[src/rtl/key_entry_ctrl.sv]
// key_entry_ctrl
//    Sequencing controller behind the 4x3 keypad scanner. Qualifies the
//    scanner's intermittent key code into single press events (no
//    auto-repeat), assembles up to NDIGITS decimal digits into an entry
//    buffer ('*' = backspace, '#' = enter) and hands the finished code to a
//    consumer over a valid/ready interface.
//
//    Optional build macro: KEY_ENTRY_TIMEOUT_EN
//       defined   - inactivity timer clears a partial entry after
//                   TIMEOUT_CYCLES and pulses o_timeout
//       undefined - no timer, o_timeout tied low
//
// Ports
//    i_clk        system clock, rising edge
//    i_rst_n      asynchronous active-low reset
//    i_digit      scanner code: 0-9 digit, 10 '*', 11 '#', 12-15 no key
//    o_key_evt    one-cycle pulse per accepted press
//    o_key_code   code of the last accepted press (held)
//    o_entry_len  digits currently in the entry buffer
//    o_code       submitted BCD code, newest digit in [3:0], upper nibbles 0
//    o_len        digit count of o_code
//    o_valid      submitted code available
//    i_ready      consumer accepts o_code (ignored while o_valid is low)
//    o_err        one-cycle pulse on a rejected key action
//    o_timeout    one-cycle pulse when a partial entry times out
//
// State table
//    S_IDLE | no key seen, waiting for a non-idle sample
//    S_QUAL | counting consecutive identical samples of the candidate key
//    S_HELD | press accepted, waiting for a long idle run (release)
module key_entry_ctrl #(
   parameter int NDIGITS        = 4,
   parameter int QUAL_CYCLES    = 16,
   parameter int RELEASE_CYCLES = 200000,
   parameter int TIMEOUT_CYCLES = 250000000
) (
   input  logic                         i_clk,
   input  logic                         i_rst_n,
   input  logic [3:0]                   i_digit,
   output logic                         o_key_evt,
   output logic [3:0]                   o_key_code,
   output logic [$clog2(NDIGITS+1)-1:0] o_entry_len,
   output logic [NDIGITS*4-1:0]         o_code,
   output logic [$clog2(NDIGITS+1)-1:0] o_len,
   output logic                         o_valid,
   input  logic                         i_ready,
   output logic                         o_err,
   output logic                         o_timeout
);

   localparam int LW = $clog2(NDIGITS+1);
   localparam int CW = NDIGITS*4;
   localparam int QW = $clog2(QUAL_CYCLES+1);
   localparam int RW = $clog2(RELEASE_CYCLES+1);

   localparam logic [1:0] S_IDLE = 2'd0;
   localparam logic [1:0] S_QUAL = 2'd1;
   localparam logic [1:0] S_HELD = 2'd2;

   localparam logic [3:0] KEY_MAX_DIGIT  = 4'd9;
   localparam logic [3:0] KEY_STAR       = 4'd10;
   localparam logic [3:0] KEY_FIRST_IDLE = 4'd12;

   localparam logic [LW-1:0] LEN_MAX  = LW'(NDIGITS);
   localparam logic [QW-1:0] QUAL_ONE = QW'(1);
   localparam logic [QW-1:0] QUAL_LAST = QW'(QUAL_CYCLES-1);
   localparam logic [RW-1:0] REL_LAST  = RW'(RELEASE_CYCLES-1);

   logic [1:0]    state_q, state_nx;
   logic [3:0]    cap_q, cap_nx;
   logic [QW-1:0] qcnt_q, qcnt_nx;
   logic [RW-1:0] rcnt_q, rcnt_nx;
   logic          smp_idle;
   logic          accept;

   logic [CW-1:0] buf_q, buf_nx;
   logic [LW-1:0] len_nx;
   logic [CW-1:0] code_nx;
   logic [LW-1:0] olen_nx;
   logic          valid_nx;
   logic          err_nx;
   logic          xfer;
   logic          tmo_hit;

   // Codes 12-14 are not produced by a healthy scanner; treat them like 15.
   assign smp_idle = (i_digit >= KEY_FIRST_IDLE);

   // ---------------------------------------------------------------------
   // Press qualification / release FSM
   // ---------------------------------------------------------------------
   always_comb begin
      state_nx = state_q;
      cap_nx   = cap_q;
      qcnt_nx  = qcnt_q;
      rcnt_nx  = rcnt_q;
      accept   = 1'b0;
      case (state_q)
         S_IDLE: begin
            if (!smp_idle) begin
               cap_nx  = i_digit;
               qcnt_nx = QUAL_ONE;
               if (QUAL_CYCLES <= 1) begin
                  accept   = 1'b1;
                  qcnt_nx  = '0;
                  rcnt_nx  = '0;
                  state_nx = S_HELD;
               end else begin
                  state_nx = S_QUAL;
               end
            end
         end
         S_QUAL: begin
            if (smp_idle) begin
               qcnt_nx  = '0;
               state_nx = S_IDLE;
            end else if (i_digit != cap_q) begin
               cap_nx  = i_digit;
               qcnt_nx = QUAL_ONE;
            end else if (qcnt_q == QUAL_LAST) begin
               accept   = 1'b1;
               qcnt_nx  = '0;
               rcnt_nx  = '0;
               state_nx = S_HELD;
            end else begin
               qcnt_nx = qcnt_q + 1'b1;
            end
         end
         S_HELD: begin
            // The scanner only sees a key during its own column slot, so
            // idle gaps shorter than a full frame must not end the press.
            if (!smp_idle) begin
               rcnt_nx = '0;
            end else if (rcnt_q == REL_LAST) begin
               rcnt_nx  = '0;
               state_nx = S_IDLE;
            end else begin
               rcnt_nx = rcnt_q + 1'b1;
            end
         end
         default: begin
            qcnt_nx  = '0;
            rcnt_nx  = '0;
            state_nx = S_IDLE;
         end
      endcase
   end

   always_ff @(posedge i_clk or negedge i_rst_n) begin
      if (!i_rst_n) begin
         state_q <= S_IDLE;
         cap_q   <= '0;
         qcnt_q  <= '0;
         rcnt_q  <= '0;
      end else begin
         state_q <= state_nx;
         cap_q   <= cap_nx;
         qcnt_q  <= qcnt_nx;
         rcnt_q  <= rcnt_nx;
      end
   end

   // ---------------------------------------------------------------------
   // Inactivity timeout
   // ---------------------------------------------------------------------
`ifdef KEY_ENTRY_TIMEOUT_EN
   localparam int TW = $clog2(TIMEOUT_CYCLES+1);
   localparam logic [TW-1:0] TMO_LAST = TW'(TIMEOUT_CYCLES-1);

   logic [TW-1:0] tmo_cnt_q;

   // A key accepted in the same cycle wins over the timeout.
   assign tmo_hit = (o_entry_len != '0) && (tmo_cnt_q == TMO_LAST) && !accept;

   always_ff @(posedge i_clk or negedge i_rst_n) begin
      if (!i_rst_n) begin
         tmo_cnt_q <= '0;
         o_timeout <= 1'b0;
      end else begin
         o_timeout <= tmo_hit;
         if (accept || (o_entry_len == '0) || tmo_hit) begin
            tmo_cnt_q <= '0;
         end else begin
            tmo_cnt_q <= tmo_cnt_q + 1'b1;
         end
      end
   end
`else
   assign tmo_hit   = 1'b0;
   assign o_timeout = 1'b0;
`endif

   // ---------------------------------------------------------------------
   // Entry buffer and output handshake
   // ---------------------------------------------------------------------
   assign xfer = o_valid && i_ready;

   always_comb begin
      buf_nx   = buf_q;
      len_nx   = o_entry_len;
      code_nx  = o_code;
      olen_nx  = o_len;
      valid_nx = o_valid && !xfer;
      err_nx   = 1'b0;
      if (accept) begin
         if (i_digit <= KEY_MAX_DIGIT) begin
            if (o_entry_len < LEN_MAX) begin
               buf_nx = (buf_q << 4) | CW'(i_digit);
               len_nx = o_entry_len + 1'b1;
            end else begin
               err_nx = 1'b1;
            end
         end else if (i_digit == KEY_STAR) begin
            if (o_entry_len != '0) begin
               buf_nx = buf_q >> 4;
               len_nx = o_entry_len - 1'b1;
            end else begin
               err_nx = 1'b1;
            end
         end else begin
            // '#': a fresh snapshot may replace one that is leaving this
            // very cycle, but never one the consumer has not yet taken.
            if (o_entry_len == '0) begin
               err_nx = 1'b1;
            end else if (o_valid && !xfer) begin
               err_nx = 1'b1;
            end else begin
               code_nx  = buf_q;
               olen_nx  = o_entry_len;
               valid_nx = 1'b1;
               buf_nx   = '0;
               len_nx   = '0;
            end
         end
      end else if (tmo_hit) begin
         buf_nx = '0;
         len_nx = '0;
      end
   end

   always_ff @(posedge i_clk or negedge i_rst_n) begin
      if (!i_rst_n) begin
         buf_q       <= '0;
         o_entry_len <= '0;
         o_code      <= '0;
         o_len       <= '0;
         o_valid     <= 1'b0;
         o_key_evt   <= 1'b0;
         o_key_code  <= 4'd0;
         o_err       <= 1'b0;
      end else begin
         buf_q       <= buf_nx;
         o_entry_len <= len_nx;
         o_code      <= code_nx;
         o_len       <= olen_nx;
         o_valid     <= valid_nx;
         o_key_evt   <= accept;
         o_err       <= err_nx;
         if (accept) begin
            o_key_code <= i_digit;
         end
      end
   end

endmodule

[config.mk]
export PLATFORM = sky130hd
export DESIGN_NAME = key_entry_ctrl
export DESIGN_NICKNAME = d
export VERILOG_FILES = /design/src/rtl/key_entry_ctrl.sv
export SDC_FILE = /design/constraint.sdc
export NUM_CORES = 1
export LEC_CHECK = 0
export ABC_AREA = 1
export CAP_MARGIN = 20
export CORE_ASPECT_RATIO = 0.7
export CORE_MARGIN = 4
export CORE_UTILIZATION = 40
export DETAILED_ROUTE_END_ITERATION = 6
export HOLD_SLACK_MARGIN = 0.1
export PLACE_DENSITY = 0.62
export SLEW_MARGIN = 30
export SYNTH_ARGS = -nofsm -noshare
export SYNTH_HDL_FRONTEND = slang
export SYNTH_SLANG_ARGS = --single-unit
[constraint.sdc]
create_clock -name i_clk -period 4 [get_ports i_clk]
set_input_delay 0.8 -clock i_clk [delete_from_list [all_inputs] [get_ports i_clk]]
set_output_delay 0.8 -clock i_clk [all_outputs]
set_load 0.01 [all_outputs]
# Yosys cells after proc, flatten, opt, wreduce, memory -nomap -nowiden

Index checks and enable logic that the tools add are counted.

Add/sub/neg operators: 4
Multiply operators: 0
Divide/modulo/power cells: 0
$lt $le $gt $ge: 3
Eq/ne operators: 19
Shift operators: 0
Mux-type cells: 49
Bitwise logic cells: 7
Reduce and logical (&&, ||, !) cells: 13

Operator list:

| cell                                                                  | count |
|---|---|
| 16-bit two-way mux                                                    | 6 |
| 18-bit two-way mux                                                    | 5 |
| 18-bit case mux with 3 select lines                                   | 1 |
| 5-bit two-way mux                                                     | 4 |
| 18-bit by 1-bit adder with 18-bit output, second input constant       | 1 |
| 18-bit equality test, second input constant                           | 1 |
| 3-bit two-way mux                                                     | 6 |
| 16-bit by 4-bit bitwise OR with 16-bit output                         | 1 |
| 1-bit two-way mux                                                     | 15 |
| 5-bit case mux with 3 select lines                                    | 1 |
| 5-bit AND reduction                                                   | 3 |
| 2-bit != test, second input constant                                  | 7 |
| 2-bit two-way mux                                                     | 6 |
| 4-bit two-way mux                                                     | 3 |
| 3-bit != test, second input constant                                  | 3 |
| 4-bit case mux with 2 select lines                                    | 1 |
| 4-bit AND reduction                                                   | 2 |
| 1-bit inverter                                                        | 6 |
| 2-bit case mux with 3 select lines                                    | 1 |
| 5-bit by 1-bit adder with 5-bit output, second input constant         | 1 |
| 5-bit by 4-bit equality test with 1-bit output, second input constant | 1 |
| 4-bit equality test, second input constant                            | 1 |
| 4-bit greater-or-equal comparator, second input constant              | 1 |
| 4-bit less-or-equal comparator, second input constant                 | 1 |
| other kinds (16)                                                      | 17 |

Bits in registers: 74
Latch bits: 0
Memory bits (writable): 0
Bits in read-only memories: 0
Output and inout bits: 30
Memories kept: 0

# Depth between registers and ports, before layout

Gate-level depths: netlist of the first run.

Depth in word-level cells: 8
Depth in mapped cells: 12
Mapped depth without buffers: 11

# Worst setup path after synthesis of the first run

Ideal clock, no wire load.

Path type: input port to flip-flop
From: input port i_digit[3]
To: register buf_q[0]
Library setup time: 117 ps
Arrival: 1862 ps
Required time: 3883 ps
Slack: 2021 ps
Stages on the path: 10
Buffers on the path: 2
Cells stage by stage: buf_4 > nand2_4 > inv_2 > nor2_4 > nand2_2 > nor2_8 > nand2_4 > buf_6 > o21ai_1 > inv_1

Cells in the longest elaborated chain, start to end: 5

RTL lines:

| element                                                                                   | RTL line | source |
|---|---|---|
| from (decl)                                                                               | 39       | `input logic [3:0] i_digit,` |
| parallel branches: the longest is 5 deep, another holds 4-bit greater-or-equal comparator | n/a      |  |
| to (signal assigned)                                                                      | 251      | `buf_q <= buf_nx;` |
| to (decl)                                                                                 | 76       | `logic [CW-1:0] buf_q, buf_nx;` |

Parallel ways; which one is timed is not known.
A chain may end at the register's enable or synchronous reset.

# Final worst setup path of the first run

From: input port i_digit[2]
To: register buf_q[8]

Same word-level chain as after synthesis.

==> impl_metrics.csv, run 1 <==
group,metric,value,unit
status,status,"complete, no violations",
timing,min_period,2.593,ns
yosys,ys_dominant_reg_cell,"dfrtp_1",
timing,worst_pin_slew,0.7189,ns
cts,cts_hold_buf,0,
floorplanning,dieArea,12010,um2
worst_setup_path,cp_max_fo,34,
power,powerDensity,386.8,nW/um2
power,vdd_ir_drop_max,0.2169,mV
cells_and_area,fin_util,48.38,%
cts,insertion_delay,0.33,ns
placement,gp_congestion,0.8607,
grt,antenna_found_initial,0,
grt,grt-ovfl-total,0,
routing,first_pass_iters,5,
routing,routed_wl,10160,um
floorplanning,die_w,129.3,um
yosys,ys_warn_count,0,
yosys,synthDistinctLibCells,34,
power,leakagePower,2.385,nW
grt,grtUsageTotal,18.20,%
yosys,ys_seq_elements,74,
cells_and_area,multiInputGateArea,1874,um2
cts,post_cts_resize_count,0,
cells_and_area,fill_cells,960,
floorplanning,row_count,30,
routing,antenna_left,0,
power,switching_share,30.40,%
timing,max_freq,385.6,MHz
routing,wl_per_cell,14.76,um
timing,finalSetupViolCount,0,
placement,dp_hpwl,7223,um
yosys,synth-edff-count,0,
routing,vias_per_cell,5.288,
floorplanning,initial_core_util,41.71,%
power,finalPower,1.847,mW
placement,io_buffers,35,
yosys,synth_cells,525,
timing,finalSetupTns,0,ns
grt,grt_max_degree,75,
yosys,synthArstFlopShare,100.0,%
grt,grt_pass1_vias,3361,
cts,cts_buffers,9,
grt,grt_pass1_wl,17310,um
cells_and_area,areaGrowthSynthToFinish,15.98,%
yosys,ys_seq_area_share,44.97,%
cells_and_area,final_common_cell,"nand2_1",
routing,drt_iter0_drc,320,
worst_setup_path,worstSetupPathType,"primary input to flip-flop",
timing,finalHoldViolCount,0,
cts,clockBufferDepth,2,
cts,htreeDepth,3,
worst_hold_path,hold_path.class,"primary input to async pin",
cells_and_area,drive_above_1_share,9.286,%
power,pwr-share-comb,15.8,%
cts,clock-sinks,74,
cells_and_area,finalNetCount,567,
power,pwr-share-seq,44.1,%
yosys,syn_avg_cell_area,7.843,um2
timing,final_max_slew_viol_count,0,
flow_run,cap_violations,0,
power,clock_power_share,40.0,%
worst_setup_path,cp.required,4.22,ns
power,p_int,1.286,mW
floorplanning,die_h,92.89,um
timing,max-slew-margin-rel,51.89,%
worst_setup_path,start_kind,"primary input",
cells_and_area,antenna_cells,0,
cells_and_area,mostFrequentLayoutCells,"156 x nand2_1, 74 x dfrtp_1, 60 x inv_1, 46 x nand3_1, 35 x nand4_1",
cells_and_area,final_area,4776,um2
routing,drc_errors,0,
worst_setup_path,worstSetupEndpointType,"flip-flop",
yosys,synth_fp_nets,537,
cts,clock-root-buffer,"clkbuf_16",
floorplanning,ioPinCount,37,
yosys,syn_area,4118,um2
timing,clock_skew,0.006140,ns
cts,cts.clk_slew.worst_paths,0.06,ns
power,power.switching,561.6,uW
floorplanning,core,9872,um2
worst_setup_path,cp.arrival,2.81,ns
routing,vias,3638,
cells_and_area,seq_area,1852,um2
timing,rsz0062_at_grt,"false",
placement,dpl_cell_area,4507,um2
cts,cts_tree,"yes",
cts,cts_setup_buffers,0,
timing,final.period_utilization,64.84,%
-- logic make-up (layout without fill, tap and decap cells) --
logic type      Yosys count  count (layout)  share of synthesized area [%]
compound gates           60              60                          8.113
xor+xnor                  9               9                          1.914
fa+ha+maj                 5               5                          1.519
buf+inv                  86             121                          9.511
flops                    74              74                          44.97
other cells               1               1                        0.09107
simple gates            290             290                          33.88
-- worst max-delay path, stage by stage --
cell and delay (ns):
clkdlybuf4s50_1 0.62, nand2_4 0.23, inv_2 0.14, nor2_4 0.19, nand2_2 0.12, nor2_8 0.20, nand2_4 0.24, o21ai_1 0.21
inv_1 0.06
-- per-stage QoR --
stage                     std cells  setup WS [ns]  hold slack (ns)
after detailed placement        672          1.065           0.4680
after floorplan                 525          2.021           0.4719
after global routing            688          1.217           0.4868
after global placement          672          1.067           0.4577
after CTS                       688          1.408           0.4798
final                           688          1.407           0.4711
-- sequential cells by signal, indices dropped and copies added, names as in the netlist --
name	count
o_key_evt	1
o_key_code	4
buf_q	16
qcnt_q	5
rcnt_q	18
state_q	2
o_entry_len	3
cap_q	4
o_err	1
o_len	3
o_code	16
o_valid	1
-- final cells by class --
| cell class | count | area share [%] |
|---|---|---|
| clock buffers | 13 | 5.240 |
| clock inverters | 3 | 0.3144 |
| inverters | 68 | 5.397 |
| multi-input cells | 365 | 39.25 |
| flip-flops and latches | 74 | 38.77 |
| well taps | 128 | 3.353 |
| repair buffers | 37 | 7.676 |
-- path summary, 6_finish.rpt --
check | from | end | slack (ns) | cells after the start
max | i_digit[2] | buf_q[8] | 1.41 | 9
min | i_rst_n | o_key_evt | 0.47 | 1
max reg2reg | state_q[1] | o_code[13] | 1.84 | 6
min reg2reg | o_code[11] | o_code[11] | 0.48 | 2
max in group asynchronous | i_rst_n | buf_q[12] | 3.05 | 1
min in group i_clk | o_code[11] | o_code[11] | 0.48 | 2
-- per-layer routing --
layer	GRT usage (%)	wire [um]
met1	28.53	5301
met4	4.196	128
met3	4.553	579
met2	24.74	4149
met5	0	0
-- cells in the mapped netlist, types with 6 or more instances --
library cell / count / area, um2
inv_2: 7 / 26.28
nor2_1: 29 / 108.9
xor2_1: 7 / 61.31
dfrtp_1: 74 / 1852
nand3_1: 46 / 230.2
nand4_1: 35 / 219.0
nand2_1: 156 / 585.6
inv_1: 60 / 225.2
buf_6: 6 / 67.56
o21ai_1: 17 / 85.08
o21ai_0: 27 / 135.1
-- power groups by stage --
stage,clock network (mW),logic (mW),registers [mW]
floorplan,0,0.225,0.817
global placement,0,0.282,0.825
detailed placement,0,0.294,0.827
CTS,0.754,0.294,0.815
global route,0.793,0.330,0.819
finish,0.739,0.293,0.815
Note: power is estimated with default switching activity, not from simulation.
==> run 2: changes to the inputs <==
--- a/config.mk
+++ b/config.mk
@@ -12,7 +12,7 @@
 export CORE_UTILIZATION = 40
 export DETAILED_ROUTE_END_ITERATION = 6
 export HOLD_SLACK_MARGIN = 0.1
-export PLACE_DENSITY = 0.62
+export PLACE_DENSITY = 0.64
 export SLEW_MARGIN = 30
 export SYNTH_ARGS = -nofsm -noshare
 export SYNTH_HDL_FRONTEND = slang
==> constraint.sdc (replaced) <==
create_clock -name i_clk -period 2.2 [get_ports i_clk]
set_input_delay 0.44 -clock i_clk [delete_from_list [all_inputs] [get_ports i_clk]]
set_output_delay 0.44 -clock i_clk [all_outputs]
set_load 0.01 [all_outputs]
==> run 2 against run 1 <==
Against the previous run: count of clock-buffer cells in the layout decreased by 4; critical path type is now flip-flop to flip-flop; worst setup slack worse by 1.2 ns; die area unchanged; global-route usage grew 1.3 points; first-iteration DRC count rose by 5.0%; wire length is 5.8% higher; utilization rose by 3.7 points; via count rose by 1.8%; critical endpoint is now buf_q[11]; combinational power increased by 130%; non-clock buffer count increased by 40; highest routed layer unchanged; clock skew is essentially flat.
==> impl_metrics.csv, run 2 (same netlist as run 1, synthesis figures left out) <==
group,metric,value,unit
worst_hold_path,hold-path-endpoint,"o_code[0]",
cells_and_area,fill_cells,933,
timing,clock_skew,0.005709,ns
worst_setup_path,cp.required,2.43,ns
routing,antenna_left,0,
timing,setup_ws,0.2501,ns
flow_run,cap_violations,0,
worst_setup_path,worstReg2RegEnd,"buf_q[11]",
routing,routed_wl,10740,um
cts,cts_tree,"yes",
timing,max-slew-margin-rel,64.56,%
grt,grt_max_degree,39,
timing,finalSetupViolCount,0,
cts,cts.clk_slew.worst_paths,0.06,ns
timing,finalHoldViolCount,0,
worst_setup_path,critPathSlowestCell,"dfrtp_1",
cells_and_area,top_regs,"rcnt_q (18), buf_q (16), o_code (16)",
worst_setup_path,worstSetupPathType,"flip-flop to flip-flop",
routing,first_pass_iters,6,
grt,antenna_found_initial,0,
worst_setup_path,crit_top_cell,"inv_1",
timing,max_freq,512.9,MHz
placement,dp_hpwl,7690,um
floorplanning,core,9872,um2
cells_and_area,largest_reg_flops,18,
timing,min_period,1.950,ns
cells_and_area,mostFrequentLayoutCells,"156 x nand2_1, 74 x dfrtp_1, 60 x inv_1, 46 x nand3_1, 39 x buf_4",
floorplanning,row_count,30,
timing,final_max_slew_viol_count,0,
power,powerDensity,706.6,nW/um2
cells_and_area,largest_register,"rcnt_q",
worst_setup_path,max_stage_delay,0.42,ns
routing,drt_iter0_drc,336,
placement,io_buffers,35,
placement,place_ws,-0.08527,ns
floorplanning,ioPinCount,37,
cells_and_area,areaGrowthSynthToFinish,24.95,%
cts,clockBufferDepth,2,
cells_and_area,antenna_cells,0,
cts,cts_setup_buffers,0,
floorplanning,die_w,129.3,um
grt,grt_pass1_wl,18310,um
grt,grt_pass1_vias,3725,
placement,gp_congestion,0.8973,
cells_and_area,drive_above_1_share,15.83,%
cells_and_area,final_area,5145,um2
worst_setup_path,reg2reg_from,"qcnt_q[0]",
status,status,"complete, no violations",
power,leakagePower,2.601,nW
worst_setup_path,r2r_slack,0.25,ns
floorplanning,dieArea,12010,um2
routing,wl_per_cell,14.76,um
worst_setup_path,r2r_cells,8,
cells_and_area,fin_util,52.12,%
cts,clock-sinks,74,
timing,rsz0062_at_grt,"false",
timing,worst_pin_slew,0.5316,ns
floorplanning,die_h,92.89,um
power,vdd_ir_drop_max,0.4359,mV
cts,insertion_delay,0.34,ns
routing,drc_errors,0,
placement,dpl_cell_area,4837,um2
power,finalPower,3.635,mW
grt,grtUsageTotal,19.52,%
worst_setup_path,crit_chain,"ha_1, nand4_2, inv_1, nand2_2, nor2_8, nand2_4, o21ai_1, inv_1",
worst_setup_path,worstSetupEndpointType,"flip-flop",
routing,vias_per_cell,5.088,
cts,clock-root-buffer,"clkbuf_16",
worst_setup_path,start_kind,"flip-flop",
worst_setup_path,cp.arrival,2.18,ns
worst_setup_path,cp_max_fo,34,
worst_hold_path,worstHoldPathCells,2,
cts,cts_buffers,9,
floorplanning,initial_core_util,41.71,%
worst_hold_path,min-delay-start,"o_code[0]",
cts,htreeDepth,3,
cells_and_area,finalNetCount,607,
routing,vias,3704,
grt,grt-ovfl-total,0,
timing,final.period_utilization,88.63,%
worst_hold_path,hold_path.class,"flip-flop to flip-flop",
cells_and_area,final_common_cell,"nand2_1",
==> run 2: changes by cell type in the layout (fill, tap and decap cells not counted), moves of 2 or more <==
cell	previous run	this run
buf_4	2	39
buf_12	0	3
clkbuf_1	3	0
clkinv_4	0	2
==> run 2: how the worst max path moves through the flow <==
stage                               from         end  slack (ns)  cells past startpoint
final                          qcnt_q[0]   buf_q[11]        0.25                      8
after global placement        i_digit[2]   rcnt_q[4]      -0.005                     10
after floorplan           o_entry_len[0]    buf_q[0]        0.55                     11
after global routing           rcnt_q[0]  state_q[0]        0.08                     10
after detailed placement      i_digit[2]  rcnt_q[12]       -0.09                     10
after CTS                      rcnt_q[0]   rcnt_q[5]        0.23                     10
==> run 2: layout make-up <==
type | instances | area (um2) | area share (%)
multi-input combinational | 365 | 1877 | 36.48
sequential | 74 | 1852 | 35.99
timing repair buffer | 77 | 703.2 | 13.67
inverter | 68 | 257.7 | 5.010
clock buffer | 9 | 225.2 | 4.377
tap | 128 | 160.2 | 3.113
clock inverter | 7 | 70.07 | 1.362
==> run 2: report_power, final <==
group	internal, mW	leakage [nW]	total (mW)	switching (mW)
registers	1.42	0.957	1.48	0.0634
logic	0.221	1.50	0.670	0.449
clock network	0.876	0.145	1.48	0.609
==> run 2: timing repair <==
action	4_1_cts	5_1_grt
hold buffers	1	0
gates resized for setup	0	1
setup endpoints to repair	0	4
endpoints found under the hold margin	22	0
==> run 2: per-stage QoR <==
stage               setup TNS, ns  hold WS (ns)  std cells
global route                    0        0.5088        728
floorplan                       0        0.1444        525
finish                          0        0.4682        728
CTS                             0        0.4732        728
global placement         -0.01382        0.4526        711
detailed placement         -1.127        0.4579        711
==> run 2: worst max-delay path: cells and delay by family, from the launching register on <==
kind / cells / cell delay [ns]
adders and majority gates: 1 / 0.26
buffers and inverters: 2 / 0.24
AOI/OAI and AO/OA: 1 / 0.23
and+or+nand+nor: 4 / 0.69
DFF: 1 / 0.42
==> run 2: metal layers <==
layer  track usage [%]  routed length (um)
met5                 0                   0
met4             4.720                  95
met3             5.994                 470
met2             29.14                4649
met1             27.65                5528
==> run 3: changes to the inputs <==
--- a/config.mk
+++ b/config.mk
@@ -7,12 +7,12 @@
 export LEC_CHECK = 0
 export ABC_AREA = 1
 export CAP_MARGIN = 20
-export CORE_ASPECT_RATIO = 0.7
 export CORE_MARGIN = 4
 export CORE_UTILIZATION = 40
 export DETAILED_ROUTE_END_ITERATION = 6
 export HOLD_SLACK_MARGIN = 0.1
 export PLACE_DENSITY = 0.64
+export SKIP_LAST_GASP = 1
 export SLEW_MARGIN = 30
 export SYNTH_ARGS = -nofsm -noshare
 export SYNTH_HDL_FRONTEND = slang
==> run 3 against run 2 <==
Against the previous run: cell count shrank 0.27%; sequential power barely moved; wire length decreased by 8.3%; via count decreased by 1.3%; total power is 14% lower.
==> impl_metrics.csv, run 3 (same netlist as run 1, synthesis figures left out) <==
group,metric,value,unit
worst_setup_path,max_stage_delay,0.60,ns
grt,grt_pass1_vias,3543,
routing,routed_wl,9856,um
cells_and_area,drive_above_1_share,14.50,%
cts,clockBufferDepth,2,
timing,clock_skew,0.01041,ns
worst_setup_path,crit_chain,"clkdlybuf4s50_1, inv_2, nand2_1, nand2_2, nor2_4, nand2_4, nor2_2, nand2_2, nand2_1, o21ai_0",
cts,insertion_delay,0.35,ns
worst_setup_path,cp.required,2.43,ns
timing,max_freq,522.0,MHz
worst_setup_path,start_kind,"primary input",
cells_and_area,largest_register,"rcnt_q",
cts,clock-root-buffer,"clkbuf_8",
worst_hold_path,hold_path.class,"flip-flop to flip-flop",
floorplanning,core,9910,um2
worst_setup_path,worstSetupPathType,"primary input to flip-flop",
cells_and_area,areaGrowthSynthToFinish,21.24,%
routing,first_pass_iters,6,
routing,vias,3654,
floorplanning,die_w,109.5,um
grt,grt_max_degree,39,
cells_and_area,fill_cells,981,
timing,min_period,1.916,ns
routing,antenna_left,0,
timing,finalSetupTns,0,ns
timing,final.period_utilization,87.07,%
cells_and_area,largest_reg_flops,18,
worst_setup_path,critPathSlowestCell,"clkdlybuf4s50_1",
grt,grt-ovfl-total,0,
status,status,"complete, no violations",
timing,max-slew-margin-rel,64.26,%
timing,finalHoldViolCount,0,
worst_setup_path,cp.arrival,2.14,ns
cts,cts_buffers,9,
cts,cts_tree,"yes",
cells_and_area,antenna_cells,0,
cts,htreeDepth,3,
placement,dp_hpwl,7312,um
worst_setup_path,cp_max_fo,14,
cells_and_area,finalNetCount,601,
worst_setup_path,cpLargestDelayFamily,"simple AND/OR/NAND/NOR gates",
power,leakagePower,2.520,nW
cells_and_area,seq_area,1852,um2
cells_and_area,fin_cells,726,
timing,worst_pin_slew,0.5361,ns
cts,clock-sinks,74,
worst_setup_path,critPathBufInv,2,
floorplanning,ioPinCount,37,
cells_and_area,mostFrequentLayoutCells,"156 x nand2_1, 74 x dfrtp_1, 60 x inv_1, 46 x nand3_1, 35 x nand4_1",
power,vdd_ir_drop_max,0.2966,mV
grt,grt_pass1_wl,17170,um
routing,wl_per_cell,13.58,um
floorplanning,die_h,109.5,um
cells_and_area,multiInputGateArea,1874,um2
timing,whs,0.4807,ns
grt,grtUsageTotal,18.13,%
placement,gp_congestion,0.8920,
cells_and_area,top_regs,"rcnt_q (18), buf_q (16), o_code (16)",
cts,cts_setup_buffers,0,
power,powerDensity,629.3,nW/um2
routing,vias_per_cell,5.033,
timing,rsz0062_at_grt,"false",
floorplanning,initial_core_util,41.55,%
routing,drt_iter0_drc,235,
cts,cts.clk_slew.worst_paths,0.08,ns
timing,finalSetupViolCount,0,
cells_and_area,final_area,4992,um2
placement,dpl_cell_area,4798,um2
floorplanning,row_count,36,
power,finalPower,3.141,mW
floorplanning,dieArea,11980,um2
routing,drc_errors,0,
placement,placedCellCount,710,
placement,io_buffers,35,
timing,final_max_slew_viol_count,0,
flow_run,cap_violations,0,
worst_setup_path,worstSetupEndpointType,"flip-flop",
grt,antenna_found_initial,0,
cells_and_area,final_common_cell,"nand2_1",
==> run 3: cell type report <==
cell class	count	area share (%)
Timing Repair Buffer	71	13.18
Clock inverter	5	1.128
Tap cell	133	3.333
Clock buffer	10	2.556
Inverter	68	5.163
Multi-Input combinational cell	365	37.54
Sequential cell	74	37.09
==> run 3: repair_timing <==
| item | CTS | global route |
|---|---|---|
| endpoints found under the hold margin | 30 | 0 |
| resized for setup | 0 | 0 |
| endpoints found under the setup margin | 0 | 0 |
| hold buffers | 1 | 0 |
==> run 3: routing by layer <==
layer	global-route usage, %	vias up	routed length [um]
met4	6.144	0	235
met5	0	-	0
met3	3.993	19	426
met2	28.25	82	4703
li1	-	1836	-
met1	25.00	1717	4490
==> run 3: path summary, 6_finish.rpt <==
kind / startpoint / slack [ns] / cells past startpoint / end
max: i_digit[2] / 0.28 / 10 / rcnt_q[3]
min: o_code[14] / 0.48 / 2 / o_code[14]
max reg2reg: qcnt_q[0] / 0.34 / 8 / buf_q[11]
min reg2reg: o_code[14] / 0.48 / 2 / o_code[14]
max in group asynchronous: i_rst_n / 1.09 / 3 / buf_q[7]
min in group asynchronous: i_rst_n / 0.61 / 2 / rcnt_q[7]
==> run 3: where the power goes <==
group / switching, mW / leakage [nW] / total, mW / internal [mW]
sequential: 0.0565 / 0.957 / 1.47 / 1.42
clock: 0.520 / 0.0921 / 1.04 / 0.516
combinational: 0.422 / 1.47 / 0.633 / 0.211
total: 0.999 / 2.52 / 3.14 / 2.14
==> run 3: per-stage QoR <==
stage	worst slack, ns	util (%)
2_1_floorplan	0.5531	-
3_3_place_gp	-0.04424	48.42
3_5_place_dp	-0.09891	48.42
4_1_cts	0.2833	50.38
5_1_grt	0.1379	50.38
6_report	0.2844	50.38
==> run 3: worst register-to-register path, cell delays in order, from the launching register on <==
cell and delay [ns]:
dfrtp_1 0.41, ha_1 0.25, nand4_2 0.22, inv_1 0.17, nand2_2 0.10, nor2_8 0.13
nand2_4 0.20, o21ai_1 0.20, inv_1 0.05
